## src/rtl/keccak_pkg.sv

```systemverilog
// Shared constants for the Keccak message transmitter: mode encodings, rates,
// header field layout and FSM state encodings.
package keccak_pkg;

    localparam int w = 64;

    localparam logic [1:0] MODE_SHAKE128 = 2'b00;
    localparam logic [1:0] MODE_SHAKE256 = 2'b10;

    localparam logic [4:0] RATE_WORDS_SHAKE128 = 5'd21;
    localparam logic [4:0] RATE_WORDS_SHAKE256 = 5'd17;

    // Header layout: {mode[63:62], out_len[61:32], in_len[31:0]}
    localparam int HDR_IN_LEN_LSB  = 0;
    localparam int HDR_OUT_LEN_LSB = 32;
    localparam int HDR_MODE_LSB    = 62;

    // FSM state encodings
    localparam logic [1:0] ST_IDLE = 2'd0;
    localparam logic [1:0] ST_HDR  = 2'd1;
    localparam logic [1:0] ST_MSG  = 2'd2;
    localparam logic [1:0] ST_PAD  = 2'd3;

    // Anything that is not SHAKE128 falls back to the SHAKE256 rate.
    function automatic logic [4:0] rate_words(input logic [1:0] mode);
        return (mode == MODE_SHAKE128) ? RATE_WORDS_SHAKE128 : RATE_WORDS_SHAKE256;
    endfunction

endpackage

```

## src/rtl/keccak_msg_tx.sv

```systemverilog
// Frames a command header, message words and zero padding into a beat stream
// for the Keccak core. Optional invalid-mode rejection: define KECCAK_TX_ERR_EN.
module keccak_msg_tx
    import keccak_pkg::*;
#(
    parameter int W = w
) (
    input  logic         clk,
    input  logic         rst,
    input  logic         cmd_valid_i,
    output logic         cmd_ready_o,
    input  logic [1:0]   cmd_mode,
    input  logic [29:0]  cmd_out_len,
    input  logic [31:0]  cmd_in_len,
    input  logic         msg_valid_i,
    output logic         msg_ready_o,
    input  logic [W-1:0] msg_data,
    output logic         valid_o,
    input  logic         ready_i,
    output logic [W-1:0] data_out,
    output logic         done_o,
    output logic         err_o
);

    logic [1:0]   state_reg;
    logic         started_reg;
    logic [4:0]   rate_reg;
    logic [25:0]  q_reg;
    logic [5:0]   rem_reg;
    logic [31:0]  msg_words_reg;
    logic [31:0]  word_cnt_reg;
    logic [4:0]   blk_pos_reg;
    logic         last_loaded_reg;
    logic [W-1:0] data_reg;
    logic         valid_reg;
    logic         done_reg;
    logic         err_reg;

    logic         out_free;
    logic         xfer;
    logic         msg_take;
    logic         pad_load;
    logic         data_load;
    logic         blk_last;
    logic         final_word;
    logic         last_msg;
    logic         mode_bad;
    logic [W-1:0] msg_mask;
    logic [W-1:0] header;

`ifdef KECCAK_TX_ERR_EN
    assign mode_bad = (cmd_mode != MODE_SHAKE128) && (cmd_mode != MODE_SHAKE256);
`else
    assign mode_bad = 1'b0;
`endif

    always_comb begin
        header = '0;
        header[HDR_IN_LEN_LSB +: 32]  = cmd_in_len;
        header[HDR_OUT_LEN_LSB +: 30] = cmd_out_len;
        header[HDR_MODE_LSB +: 2]     = cmd_mode;
    end

    assign out_free    = !valid_reg || ready_i;
    assign xfer        = valid_reg && ready_i;
    assign cmd_ready_o = (state_reg == ST_IDLE) && started_reg;
    assign msg_ready_o = (state_reg == ST_MSG) && !last_loaded_reg && out_free;
    assign msg_take    = msg_ready_o && msg_valid_i;
    assign pad_load    = (state_reg == ST_PAD) && !last_loaded_reg && out_free;
    assign data_load   = msg_take || pad_load;

    // The frame ends on the first block boundary strictly past the full-word
    // count, which equals RATE_WORDS x (floor(in_len/rate_bits) + 1).
    assign blk_last   = (blk_pos_reg == rate_reg - 5'd1);
    assign final_word = blk_last && (word_cnt_reg >= {6'd0, q_reg});
    assign last_msg   = (word_cnt_reg + 32'd1 == msg_words_reg);
    assign msg_mask   = (rem_reg == 6'd0) ? '1 : ~({W{1'b1}} >> rem_reg);

    always_ff @(posedge clk or negedge rst) begin
        if (!rst) begin
            state_reg       <= ST_IDLE;
            started_reg     <= 1'b0;
            rate_reg        <= '0;
            q_reg           <= '0;
            rem_reg         <= '0;
            msg_words_reg   <= '0;
            word_cnt_reg    <= '0;
            blk_pos_reg     <= '0;
            last_loaded_reg <= 1'b0;
            data_reg        <= '0;
            valid_reg       <= 1'b0;
            done_reg        <= 1'b0;
            err_reg         <= 1'b0;
        end else begin
            started_reg <= 1'b1;
            done_reg    <= 1'b0;
            err_reg     <= 1'b0;
            case (state_reg)
                ST_IDLE: begin
                    if (cmd_valid_i && cmd_ready_o) begin
                        if (mode_bad) begin
                            err_reg <= 1'b1;
                        end else begin
                            rate_reg        <= rate_words(cmd_mode);
                            q_reg           <= cmd_in_len[31:6];
                            rem_reg         <= cmd_in_len[5:0];
                            msg_words_reg   <= {6'd0, cmd_in_len[31:6]} + {31'd0, |cmd_in_len[5:0]};
                            word_cnt_reg    <= '0;
                            blk_pos_reg     <= '0;
                            last_loaded_reg <= 1'b0;
                            data_reg        <= header;
                            valid_reg       <= 1'b1;
                            state_reg       <= ST_HDR;
                        end
                    end
                end
                ST_HDR: begin
                    if (ready_i) begin
                        valid_reg <= 1'b0;
                        state_reg <= (msg_words_reg == 32'd0) ? ST_PAD : ST_MSG;
                    end
                end
                ST_MSG, ST_PAD: begin
                    if (last_loaded_reg && xfer) begin
                        valid_reg <= 1'b0;
                        done_reg  <= 1'b1;
                        state_reg <= ST_IDLE;
                    end else if (data_load) begin
                        if (msg_take)
                            data_reg <= last_msg ? (msg_data & msg_mask) : msg_data;
                        else
                            data_reg <= '0;
                        valid_reg       <= 1'b1;
                        word_cnt_reg    <= word_cnt_reg + 32'd1;
                        blk_pos_reg     <= blk_last ? 5'd0 : blk_pos_reg + 5'd1;
                        last_loaded_reg <= final_word;
                        // A partial final block can end on a message word; stay
                        // in MSG then so only the completion path remains.
                        if (msg_take && last_msg && !final_word)
                            state_reg <= ST_PAD;
                    end else if (xfer) begin
                        valid_reg <= 1'b0;
                    end
                end
                default: state_reg <= ST_IDLE;
            endcase
        end
    end

    assign valid_o  = valid_reg;
    assign data_out = data_reg;
    assign done_o   = done_reg;
    assign err_o    = err_reg;

endmodule

```

## config.mk

```make
export PLATFORM = sky130hd
export DESIGN_NAME = keccak_msg_tx
export DESIGN_NICKNAME = d
export VERILOG_FILES = /design/src/rtl/keccak_pkg.sv /design/src/rtl/keccak_msg_tx.sv
export SDC_FILE = /design/constraint.sdc
export NUM_CORES = 1
export LEC_CHECK = 0
export CAP_MARGIN = 10
export CORE_MARGIN = 10
export CORE_UTILIZATION = 55
export DETAILED_ROUTE_END_ITERATION = 7
export GPL_TIMING_DRIVEN = 0
export PLACE_DENSITY = 0.84
export REMOVE_ABC_BUFFERS = 1
export SLEW_MARGIN = 20
export SYNTH_ARGS = -nofsm -noshare
export SYNTH_HDL_FRONTEND = slang
export SYNTH_SLANG_ARGS = --single-unit
```

## constraint.sdc

```tcl
create_clock -name clk -period 5.52 [get_ports clk]
set_clock_uncertainty 0.1 [all_clocks]
set_input_delay 1.104 -clock clk [delete_from_list [all_inputs] [get_ports clk]]
set_output_delay 1.104 -clock clk [all_outputs]
set_load 0.03 [all_outputs]
```

## Word level (Yosys, flattened, before mapping)

Index checks and enable logic that the tools add are counted.

| operators by class | value |
|---|---|
| add/sub/neg operators | 4 |
| order comparisons | 1 |
| eq/ne operators | 12 |
| shift operators | 1 |
| mux-type cells | 36 |
| bitwise gates (word level) | 2 |
| reductions and logical operators | 28 |

Operators by type and width:

| operator | number |
|---|---|
| 64-bit 2-to-1 mux | 6 |
| 64-bit case mux with 2 select lines | 1 |
| 32-bit 2-to-1 mux | 3 |
| 64-bit bitwise AND | 1 |
| 64-bit inverter | 1 |
| 32-bit case mux with 2 select lines | 1 |
| 64-bit by 6-bit >> shifter with 64-bit output (first input constant) | 1 |
| 32-bit by 1-bit adder with 32-bit output (second input constant) | 1 |
| 32-bit equality test | 1 |
| 32-bit by 26-bit greater-or-equal comparator with 1-bit output | 1 |
| 32-bit zero test | 1 |
| 26-bit by 1-bit adder with 27-bit output | 1 |
| 5-bit 2-to-1 mux | 4 |
| 1-bit logical AND | 12 |
| 1-bit 2-to-1 mux | 11 |
| 2-bit 2-to-1 mux | 5 |
| 5-bit case mux with 2 select lines | 1 |
| 4-bit AND reduction | 2 |
| 6-bit zero test | 1 |
| 2-bit != test (second input constant) | 3 |
| 3-bit != test (second input constant) | 2 |
| 2-bit case mux with 3 select lines | 1 |
| 6-bit OR reduction | 1 |
| 5-bit by 1-bit adder with 5-bit output (second input constant) | 1 |
| 16 further kinds | 21 |

| word-level totals | value |
|---|---|
| register bits | 176 |
| bits of input ports | 133 |
| output and inout port bits | 69 |

## Longest topological paths before layout

Gate-level depths: netlist of the first run.

| logic depth | value |
|---|---|
| depth after elaboration | 10 |
| depth in mapped cells | 12 |
| depth with buffers taken out | 11 |

## Worst setup path after synthesis of the first run

No wires, ideal clock.

| timing path | value |
|---|---|
| path kind | input-to-reg |
| start | in ready_i |
| end | reg data_reg[60] (netlist: data_out[60]) |
| library setup time | 0.088 ns |
| data arrival time | 2.892 ns |
| data required time | 5.332 ns |
| path slack | 2.439 ns |
| stages | 9 |
| path buffers | 3 |
| cells stage by stage | nand2b_1 -> nand3b_1 -> nor2_1 -> and2_1 -> clkbuf_1 -> buf_1 -> clkbuf_1 -> a21boi_0 -> a41oi_1 |

| between the ends | value |
|---|---|
| longest elaborated chain between the ends | 7 |
| elaborated cells on any way between the ends | 14 |

RTL lines:

| item | RTL line | RTL |
|---|---|---|
| from (decl) | keccak_msg_tx.sv:19 | `input logic ready_i,` |
| 1-bit logical OR * | keccak_msg_tx.sv:64 | `assign out_free = !valid_reg \|\| ready_i;` |
| 1-bit logical AND * | keccak_msg_tx.sv:67 | `assign msg_ready_o = (state_reg == ST_MSG) && !last_loaded_reg && out_free;` |
| named net msg_ready_o | keccak_msg_tx.sv:16 | `output logic msg_ready_o,` |
| 1-bit logical AND * | keccak_msg_tx.sv:68 | `assign msg_take = msg_ready_o && msg_valid_i;` |
| 64-bit 2-to-1 mux | keccak_msg_tx.sv:129 | `if (msg_take)` |
| 64-bit 2-to-1 mux | keccak_msg_tx.sv:128 | `end else if (data_load) begin` |
| 64-bit 2-to-1 mux | keccak_msg_tx.sv:124 | `if (last_loaded_reg && xfer) begin` |
| 64-bit case mux with 2 select lines | keccak_msg_tx.sv:98 | `case (state_reg)` |
| to (signal assigned) | keccak_msg_tx.sv:111 | `data_reg <= header;` |
| to (signal assigned) | keccak_msg_tx.sv:130 | `data_reg <= last_msg ? (msg_data & msg_mask) : msg_data;` |
| to (decl) | keccak_msg_tx.sv:34 | `logic [W-1:0] data_reg;` |

The timed path passes the listed nets; every way through them passes the cells marked *. The select of a mux whose other input is x is not followed.
A chain may end at the register's enable or synchronous reset.

## Final worst setup path of the first run

| timing path | value |
|---|---|
| start | reg word_cnt_reg[4] |
| end | reg data_reg[60] (netlist: data_out[60]) |

| between the ends | value |
|---|---|
| longest elaborated chain between the ends | 7 |

RTL lines:

| item | RTL line | RTL |
|---|---|---|
| from (decl) | keccak_msg_tx.sv:31 | `logic [31:0] word_cnt_reg;` |
| from (signal assigned) | keccak_msg_tx.sv:134 | `word_cnt_reg <= word_cnt_reg + 32'd1;` |
| 32-bit by 1-bit adder with 32-bit output | keccak_msg_tx.sv:76 | `assign last_msg = (word_cnt_reg + 32'd1 == msg_words_reg);` |
| 32-bit equality test | keccak_msg_tx.sv:76 |  |
| 64-bit 2-to-1 mux | keccak_msg_tx.sv:130 |  |
| 64-bit 2-to-1 mux | keccak_msg_tx.sv:129 |  |
| 64-bit 2-to-1 mux | keccak_msg_tx.sv:128 |  |
| 64-bit 2-to-1 mux | keccak_msg_tx.sv:124 |  |
| 64-bit case mux with 2 select lines | keccak_msg_tx.sv:98 |  |

Every way passes these cells. The select of a mux whose other input is x is not followed.

==> results of run 1 <==
==> cell type report <==
| cell class | count | area [um^2] | area share |
|---|---|---|---|
| Sequential cell | 168 | 4210 | 0.311 |
| Inverter | 34 | 128 | 0.00945 |
| Tap cell | 265 | 332 | 0.0246 |
| Multi-Input combinational cell | 1002 | 6040 | 0.447 |
| Clock inverter | 12 | 116 | 0.00862 |
| Timing Repair Buffer | 209 | 2240 | 0.166 |
| Clock buffer | 18 | 439 | 0.0325 |
| Antenna cell | 1 | 2.50 | 0.000185 |
==> cell usage after synthesis (all sizes together), types with 27 or more instances <==
cell,count
o21ai,123
ha,32
dfrtp,168
nor2b,28
a21oi,108
clkbuf,84
nand3,46
nand4,45
xnor2,30
a31oi,37
nand2,161
inv,34
a21boi,27
nor2,83
==> path summary, 6_finish.rpt <==
check / from / to / slack [ps] / cells past startpoint
setup / recovery: word_cnt_reg[4] / data_out[60] / 950 / 8
hold / removal: rst / word_cnt_reg[27] / 380 / 1
setup reg to reg: word_cnt_reg[4] / data_out[60] / 950 / 8
hold reg to reg: q_reg[16] / q_reg[16] / 390 / 2
max in group asynchronous: rst / rem_reg[4] / 3910 / 3
min in group clk: q_reg[16] / q_reg[16] / 390 / 2
==> stage by stage <==
step	util	setup TNS (ps)	worst slack, ps	cells	cell area (um^2)
after global placement	0.654	-1170950	-5980	1669	12700
after floorplan	-	-144040	-1970	1204	10300
final	0.696	0	949	1709	13500
after detailed placement	0.667	0	1050	1678	12900
after CTS	0.696	0	1050	1708	13500
after global routing	0.696	0	736	1709	13500
==> routing by layer <==
layer	up-vias	track usage
met5	-	0
met4	2	0.139
met3	123	0.0961
met2	638	0.455
met1	5269	0.331
li1	5038	-
==> report_power, final <==
| part | total, mW | internal (mW) | switching, mW |
|---|---|---|---|
| Clock | 1.18 | 0.636 | 0.539 |
| Combinational | 2.92 | 1.18 | 1.75 |
| Sequential | 2.17 | 1.67 | 0.491 |
| Total | 6.26 | 3.49 | 2.78 |
==> cells by family after synthesis <==
logic type | count (synthesis)
flops | 168
buf+inv | 141
xor+xnor | 56
fa+ha+maj | 32
compound gates | 411
other cells | 2
mux | 2
simple gates | 499
==> impl_metrics.json, run 1 <==
{
  "drc": 0,
  "h-tree-depth": 4,
  "fmax_mhz": 219,
  "met2_length_mm": 17.7,
  "min_period_ps": 4570,
  "core_area_mm2": 0.0194,
  "synth_simple_gate_area_frac": 0.234,
  "met1_length_mm": 13.7,
  "ys_seq_area_frac": 0.389,
  "crit_path_start_kind": "register",
  "wirelength_mm": 37.3,
  "synth.area.top_cells": "dfrtp_1 39%, nand2_1 5.6%, o21ai_0 5.6%",
  "hold_class": "in2async",
  "largest_reg_flops": 64,
  "track_usage": 0.282,
  "cts_buffers": 17,
  "vias": 11100,
  "overflow": 0,
  "synthFlopType": "dfrtp_1",
  "final_common_cell": "clkdlybuf4s50_1",
  "power_density_mw_per_mm2": 464,
  "ant_nets": 0,
  "max_stage_delay_ps": 1020,
  "total_power_mw": 6.26,
  "crit_path_end_kind": "register",
  "grt_pass1_vias": 10800,
  "required_ps": 5660,
  "synthMuxAreaShare": 0.00197,
  "top_layer_used": "met5",
  "root_buffer": "clkbuf_16",
  "period_share": 0.828,
  "clk-insertion-delay-late_ps": 440,
  "wire_per_inst_um": 21.8,
  "cp_slowest_cell": "nor2_2",
  "postCtsSetupBuffers": 0,
  "synth_compound_area_frac": 0.236,
  "die_w_um": 160,
  "dp.final_hpwl_mm": 26.9,
  "netlist_area_mm2": 0.0108,
  "synth_top_family_by_area": "compound AO/OA/AOI/OAI gates",
  "port_buffers": 200,
  "drive_gt1_frac": 0.0430,
  "critPathKind": "reg2reg",
  "path_clk_slew_ps": 80,
  "vias_per_cell": 6.48,
  "gp_congestion": 0.928,
  "initial_core_util": 0.557,
  "finalSetupViolCount": 0,
  "clock_sinks": 168,
  "cts.path.max_buffers": 2,
  "cap_violations": 0,
  "wl_met3_mm": 4.27,
  "crit_fanout": 24,
  "synth-xor-area-share": 0.0467,
  "synth_edf_count": 0,
  "cts_tree": "built",
  "yosysWarnings": 0,
  "ir_drop_uv": 277,
  "drtPass1Iterations": 7,
  "synthAdderAreaFrac": 0.0371,
  "drt-initial-drc-count": 1060,
  "cp.arrival_ps": 4720,
  "rsz0062_at_grt": "false",
  "final-hold-violation-count": 0,
  "die_h_um": 160,
  "synth_seq_cells": 168,
  "avgSynthCellArea_um2": 8.24,
  "final_cell_mix": "199 x clkdlybuf4s50_1, 167 x dfrtp_1, 159 x nand2_1",
  "io_pins": 202,
  "dieArea_mm2": 0.0256,
  "status": "completed",
  "cts_hold_buffers": 0,
  "synth-async-reset-ratio": 1.00,
  "tightest_slew_ps": 1240,
  "final_nets": 1597,
  "fin_hold_ws_ps": 385,
  "crit_family": "simple AND/OR/NAND/NOR gates",
  "synth.distinct_cells": 71,
  "yosysTopAreaCellShare": 0.389,
  "antenna_found_initial": 2,
  "synth_top_area_cell": "dfrtp_1",
  "power.leakage_nw": 5.44,
  "grt_pass1_wl_mm": 59.0,
  "worstPathCellList": "nand3_1, or4_1, or3_1, xnor2_1, a211oi_1, nand4_2, nor2_2, a41oi_1",
  "slew_violations": 0,
  "grt_max_degree": 91,
  "relSlewSlack": 0.172,
  "fillers": 1536,
  "synthesis.instances": 1311,
  "area_growth_syn_to_layout_pct": 25.0,
  "fp-row-count": 51,
  "worst-path-buf-inv": 0,
  "cts-resized-gates": 0
}
Note: power is estimated with default switching activity, not from simulation.
==> inputs of run 2 (changes only) <==
- CORE_UTILIZATION: 55 -> 53
- PLACE_DENSITY: 0.84 -> 0.81
- clock period: 5.52 -> 4.41 ns (I/O delays scaled with it)
==> run 2 against run 1 <==
Sequential share of layout area is essentially flat. Largest cell class unchanged. Worst hold slack lost 70 ps. Cell area about the same. Maximum frequency is 12% higher. Critical path type unchanged. Largest power group unchanged. Die area is 3.3% higher. Combinational power increased by 25%. Worst setup slack worse by 610 ps. Flip-flop and latch count stayed put. Utilization fell by 2.6 points. Wire length is 1.8% higher.
==> impl_metrics.json, run 2 (synthesis results as in run 1) <==
{
  "crit_fanout": 24,
  "power.leakage_nw": 5.43,
  "power_density_mw_per_mm2": 579,
  "finalSetupViolCount": 0,
  "overflow": 0,
  "drc": 0,
  "path_common_cell": "nor4_1",
  "clk-insertion-delay-late_ps": 440,
  "drt-initial-drc-count": 1034,
  "drtPass1Iterations": 6,
  "area_growth_syn_to_layout_pct": 25.1,
  "required_ps": 4580,
  "final_cell_mix": "199 x clkdlybuf4s50_1, 167 x dfrtp_1, 159 x nand2_1",
  "cts_tree": "built",
  "ir_drop_uv": 351,
  "gp_congestion": 0.909,
  "io_pins": 202,
  "grt_pass1_wl_mm": 59.8,
  "initial_core_util": 0.536,
  "vias": 11000,
  "clock_sinks": 168,
  "cp.arrival_ps": 4240,
  "h-tree-depth": 4,
  "dp.final_hpwl_mm": 27.0,
  "fmax_mhz": 245,
  "cts_hold_buffers": 0,
  "critPathKind": "reg2reg",
  "vias_per_cell": 6.38,
  "relSlewSlack": 0.306,
  "grt_pass1_vias": 10800,
  "cts_buffers": 17,
  "crit_path_end_kind": "register",
  "fin_ws_ps": 335,
  "port_buffers": 200,
  "final_common_cell": "clkdlybuf4s50_1",
  "antenna_found_initial": 3,
  "placed_cell_area_mm2": 0.0129,
  "final_nets": 1597,
  "root_buffer": "clkbuf_16",
  "rsz0062_at_grt": "false",
  "final-hold-violation-count": 0,
  "largest_reg_flops": 64,
  "drive_gt1_frac": 0.0443,
  "post-place-ws_ps": 3.88,
  "total_power_mw": 7.82,
  "tightest_slew_ps": 1030,
  "fin_hold_ws_ps": 315,
  "worstPathCellList": "nand2_1, nor4_1, o2111a_1, o211ai_1, nor4_1, nand4_1, nor2_4, a41oi_1",
  "core_area_mm2": 0.0202,
  "final_area_mm2": 0.0135,
  "slew_violations": 0,
  "die_h_um": 163,
  "wirelength_mm": 38.0,
  "dieArea_mm2": 0.0265,
  "track_usage": 0.283,
  "hold_class": "in2async",
  "fp-row-count": 52,
  "crit_path_start_kind": "register",
  "ant_nets": 0,
  "rr_startpoint": "word_cnt_reg[7]",
  "cap_violations": 0,
  "grt_max_degree": 94,
  "die_w_um": 163,
  "fillers": 1658,
  "min_period_ps": 4070,
  "wire_per_inst_um": 22.1,
  "cp_slowest_cell": "nor4_1",
  "max_stage_delay_ps": 810,
  "startpoint": "word_cnt_reg[7]",
  "period_share": 0.924,
  "status": "completed",
  "cts.path.max_buffers": 2,
  "path_clk_slew_ps": 70
}
[run 2: metal layers]
layer / share of wire / global-route usage / vias up
li1: - / - / 5028
met1: 0.39 / 0.343 / 5265
met2: 0.48 / 0.447 / 586
met3: 0.10 / 0.0971 / 83
met4: 0.032 / 0.127 / 0
met5: 0 / 0 / -
[run 2: cell type report]
| cell class | count | area [um^2] | area share |
|---|---|---|---|
| multi-input combinational | 1002 | 6060 | 0.448 |
| sequential | 168 | 4210 | 0.311 |
| tap | 270 | 338 | 0.0250 |
| clock buffer | 17 | 425 | 0.0315 |
| antenna | 3 | 7.51 | 0.000556 |
| inverter | 34 | 128 | 0.00944 |
| timing repair buffer | 209 | 2230 | 0.165 |
| clock inverter | 14 | 121 | 0.00898 |
[run 2: critical path: cells and delay by family, from the launching register on]
kind	cells	cell delay, ps
AND/OR/NAND/NOR	5	2690
AO/OA/AOI/OAI	3	570
flip-flops	1	550
[run 2: worst paths after layout]
path / end / slack [ps] / cells after the start
max: data_out[60] / 340 / 8
min: word_cnt_reg[2] / 320 / 1
max reg2reg: data_out[60] / 340 / 8
min reg2reg: rate_reg[0] / 410 / 2
max in group asynchronous: data_out[57] / 3030 / 2
min in group clk: rate_reg[0] / 410 / 2
[run 2: what timing repair did]
item | 4_1_cts | 5_1_grt
setup endpoints to repair | 3 | 38
setup buffers | 0 | 0
gates cloned | 0 | 0
resized for setup | 1 | 2
pin swaps | 0 | 2
[run 2: metrics by stage]
step | TNS [ps] | std cells | util
2_1_floorplan | -251710 | 1204 | -
4_1_cts | 0 | 1714 | 0.669
6_report | 0 | 1717 | 0.670
3_5_place_dp | 0 | 1683 | 0.642
5_1_grt | 0 | 1717 | 0.670
3_3_place_gp | -1434610 | 1674 | 0.629
[run 2: power by group]
group	leakage [nW]	switching, mW	internal, mW
sequential	2.15	0.633	2.10
clock	0.266	0.707	0.735
combinational	3.01	2.18	1.47
==> inputs of run 3 (changes only) <==
- CTS_CLUSTER_SIZE: unset -> 14
- PLACE_DENSITY: 0.81 -> unset
- PLACE_DENSITY_LB_ADDON: unset -> 0.05
==> run 3 against run 2 <==
Via count fell by 2.2%. Utilization is 0.27 points higher. Wire length down 0.50%. Worst hold slack improved by 26 ps. Non-clock buffer count unchanged. Cell area rose by 0.41%. Maximum frequency is 1.8% lower. Register-to-register slack worse by 70 ps. Critical path type unchanged. Critical endpoint unchanged.
==> impl_metrics.json, run 3 (synthesis results as in run 1) <==
{
  "final_nets": 1597,
  "use_met3": 0.0854,
  "port_buffers": 200,
  "min_period_ps": 4150,
  "switching_power_mw": 3.45,
  "startpoint": "word_cnt_reg[9]",
  "dp.final_hpwl_mm": 26.9,
  "tightest_slew_ps": 1030,
  "largest_reg_flops": 64,
  "initial_core_util": 0.536,
  "fillers": 1652,
  "required_ps": 4570,
  "status": "completed",
  "finalSetupViolCount": 0,
  "io_pins": 202,
  "antenna_found_initial": 1,
  "period_share": 0.941,
  "vias": 10700,
  "area_growth_syn_to_layout_pct": 25.6,
  "clk-insertion-delay-late_ps": 430,
  "vias_per_cell": 6.26,
  "netSwitchingFraction": 0.435,
  "busiest_layer": "met2",
  "power.leakage_nw": 5.45,
  "postCtsSetupBuffers": 0,
  "gp_congestion": 0.899,
  "grt_pass1_wl_mm": 59.1,
  "crit_fanout": 24,
  "final-hold-violation-count": 0,
  "internal-power_mw": 4.48,
  "relSlewSlack": 0.316,
  "cts_buffers": 17,
  "fin_hold_ws_ps": 341,
  "cts.path.max_buffers": 2,
  "h-tree-depth": 4,
  "cap_violations": 0,
  "use_met1": 0.347,
  "hold_class": "in2async",
  "final_common_cell": "clkdlybuf4s50_1",
  "crit_path_end_kind": "register",
  "ant_nets": 0,
  "power.share.sequential": 0.344,
  "overflow": 0,
  "die_h_um": 163,
  "drtPass1Iterations": 6,
  "drive_gt1_frac": 0.0444,
  "die_w_um": 163,
  "rr_startpoint": "word_cnt_reg[9]",
  "cp.arrival_ps": 4310,
  "core_area_mm2": 0.0202,
  "cts_tree": "built",
  "power_density_mw_per_mm2": 584,
  "dieArea_mm2": 0.0265,
  "power_frac_comb": 0.458,
  "critPathKind": "reg2reg",
  "wirelength_mm": 37.8,
  "wire_per_inst_um": 22.1,
  "path_clk_slew_ps": 70,
  "clock_sinks": 168,
  "grt_pass1_vias": 10600,
  "total_power_mw": 7.93,
  "slew_violations": 0,
  "fmax_mhz": 241,
  "fp-row-count": 52,
  "track_usage": 0.279,
  "p_clk_frac": 0.198,
  "grt_max_degree": 94,
  "root_buffer": "clkbuf_16",
  "drc": 0,
  "met2_usage": 0.458,
  "crit_path_start_kind": "register",
  "drt-initial-drc-count": 869,
  "final_cell_mix": "199 x clkdlybuf4s50_1, 167 x dfrtp_1, 159 x nand2_1",
  "fin_util": 0.673,
  "rsz0062_at_grt": "false",
  "ir_drop_uv": 314
}
-- run 3: cell count changes in the layout (fill, tap and decap cells not counted), moves of 2 or more --
cell and change:
inv_8 -2, inv_6 -2, bufinv_16 +3, nor4_2 +2, nor4_1 -2, clkbuf_8 +2
clkinv_2 -2, diode_2 -2
-- run 3: final timing paths --
kind                                        end  slack, ps  depth (start not counted)
worst max register to register     data_out[60]        260                          8
worst min-delay path            word_cnt_reg[0]        340                          1
worst min register to register        q_reg[16]        400                          2
min in group clk                      q_reg[16]        400                          2
worst max-delay path               data_out[60]        260                          8
max in group asynchronous          state_reg[1]       2950                          2
-- run 3: worst max-delay path, stage by stage, from the launching register on --
cell,delay [ps]
dfrtp_1,660
nand4_1,320
nor2_1,730
o2111a_1,310
o211ai_1,80
nor4_1,640
nand4_1,260
nor2_4,650
a41oi_1,200
-- run 3: stage by stage --
| step | TNS (ps) | std cells | cell area (um^2) | setup slack, ps |
|---|---|---|---|---|
| 6_report | 0 | 1714 | 13600 | 262 |
| 3_5_place_dp | 0 | 1683 | 12900 | 176 |
| 3_3_place_gp | -1493430 | 1674 | 12700 | -7500 |
| 2_1_floorplan | -251710 | 1204 | 10300 | -3080 |
| 5_1_grt | 0 | 1713 | 13600 | 26.4 |
| 4_1_cts | 0 | 1713 | 13500 | 172 |
-- run 3: final cells by class --
type,count,area (um^2),share of cell area
diodes,1,2.50,0.000184
well taps,270,338,0.0249
repair buffers,209,2220,0.164
inverters,34,128,0.00941
clock inverters,10,145,0.0107
multi-input cells,1002,6070,0.447
flip-flops and latches,168,4210,0.310
clock buffers,20,457,0.0337
-- run 3: what timing repair did --
action                                  4_1_cts  5_1_grt
resized for setup                             0        4
hold buffers                                  0        0
endpoints found under the setup margin        0       59
-- run 3: power by group through the flow --
stage | Combinational [mW] | Clock [mW] | Sequential (mW)
5_1_grt | 3.93 | 1.64 | 2.79
6_report | 3.63 | 1.57 | 2.73
4_1_cts | 3.62 | 1.58 | 2.71
3_5_place_dp | 3.60 | 0 | 2.72
3_3_place_gp | 3.51 | 0 | 2.72
2_1_floorplan | 1.69 | 0 | 3.04
-- run 3: metal layers --
layer / part of all wire / wire length, um
met5: 0 / 0
met4: 0.022 / 824
met1: 0.41 / 15300
met2: 0.48 / 18200
met3: 0.092 / 3460
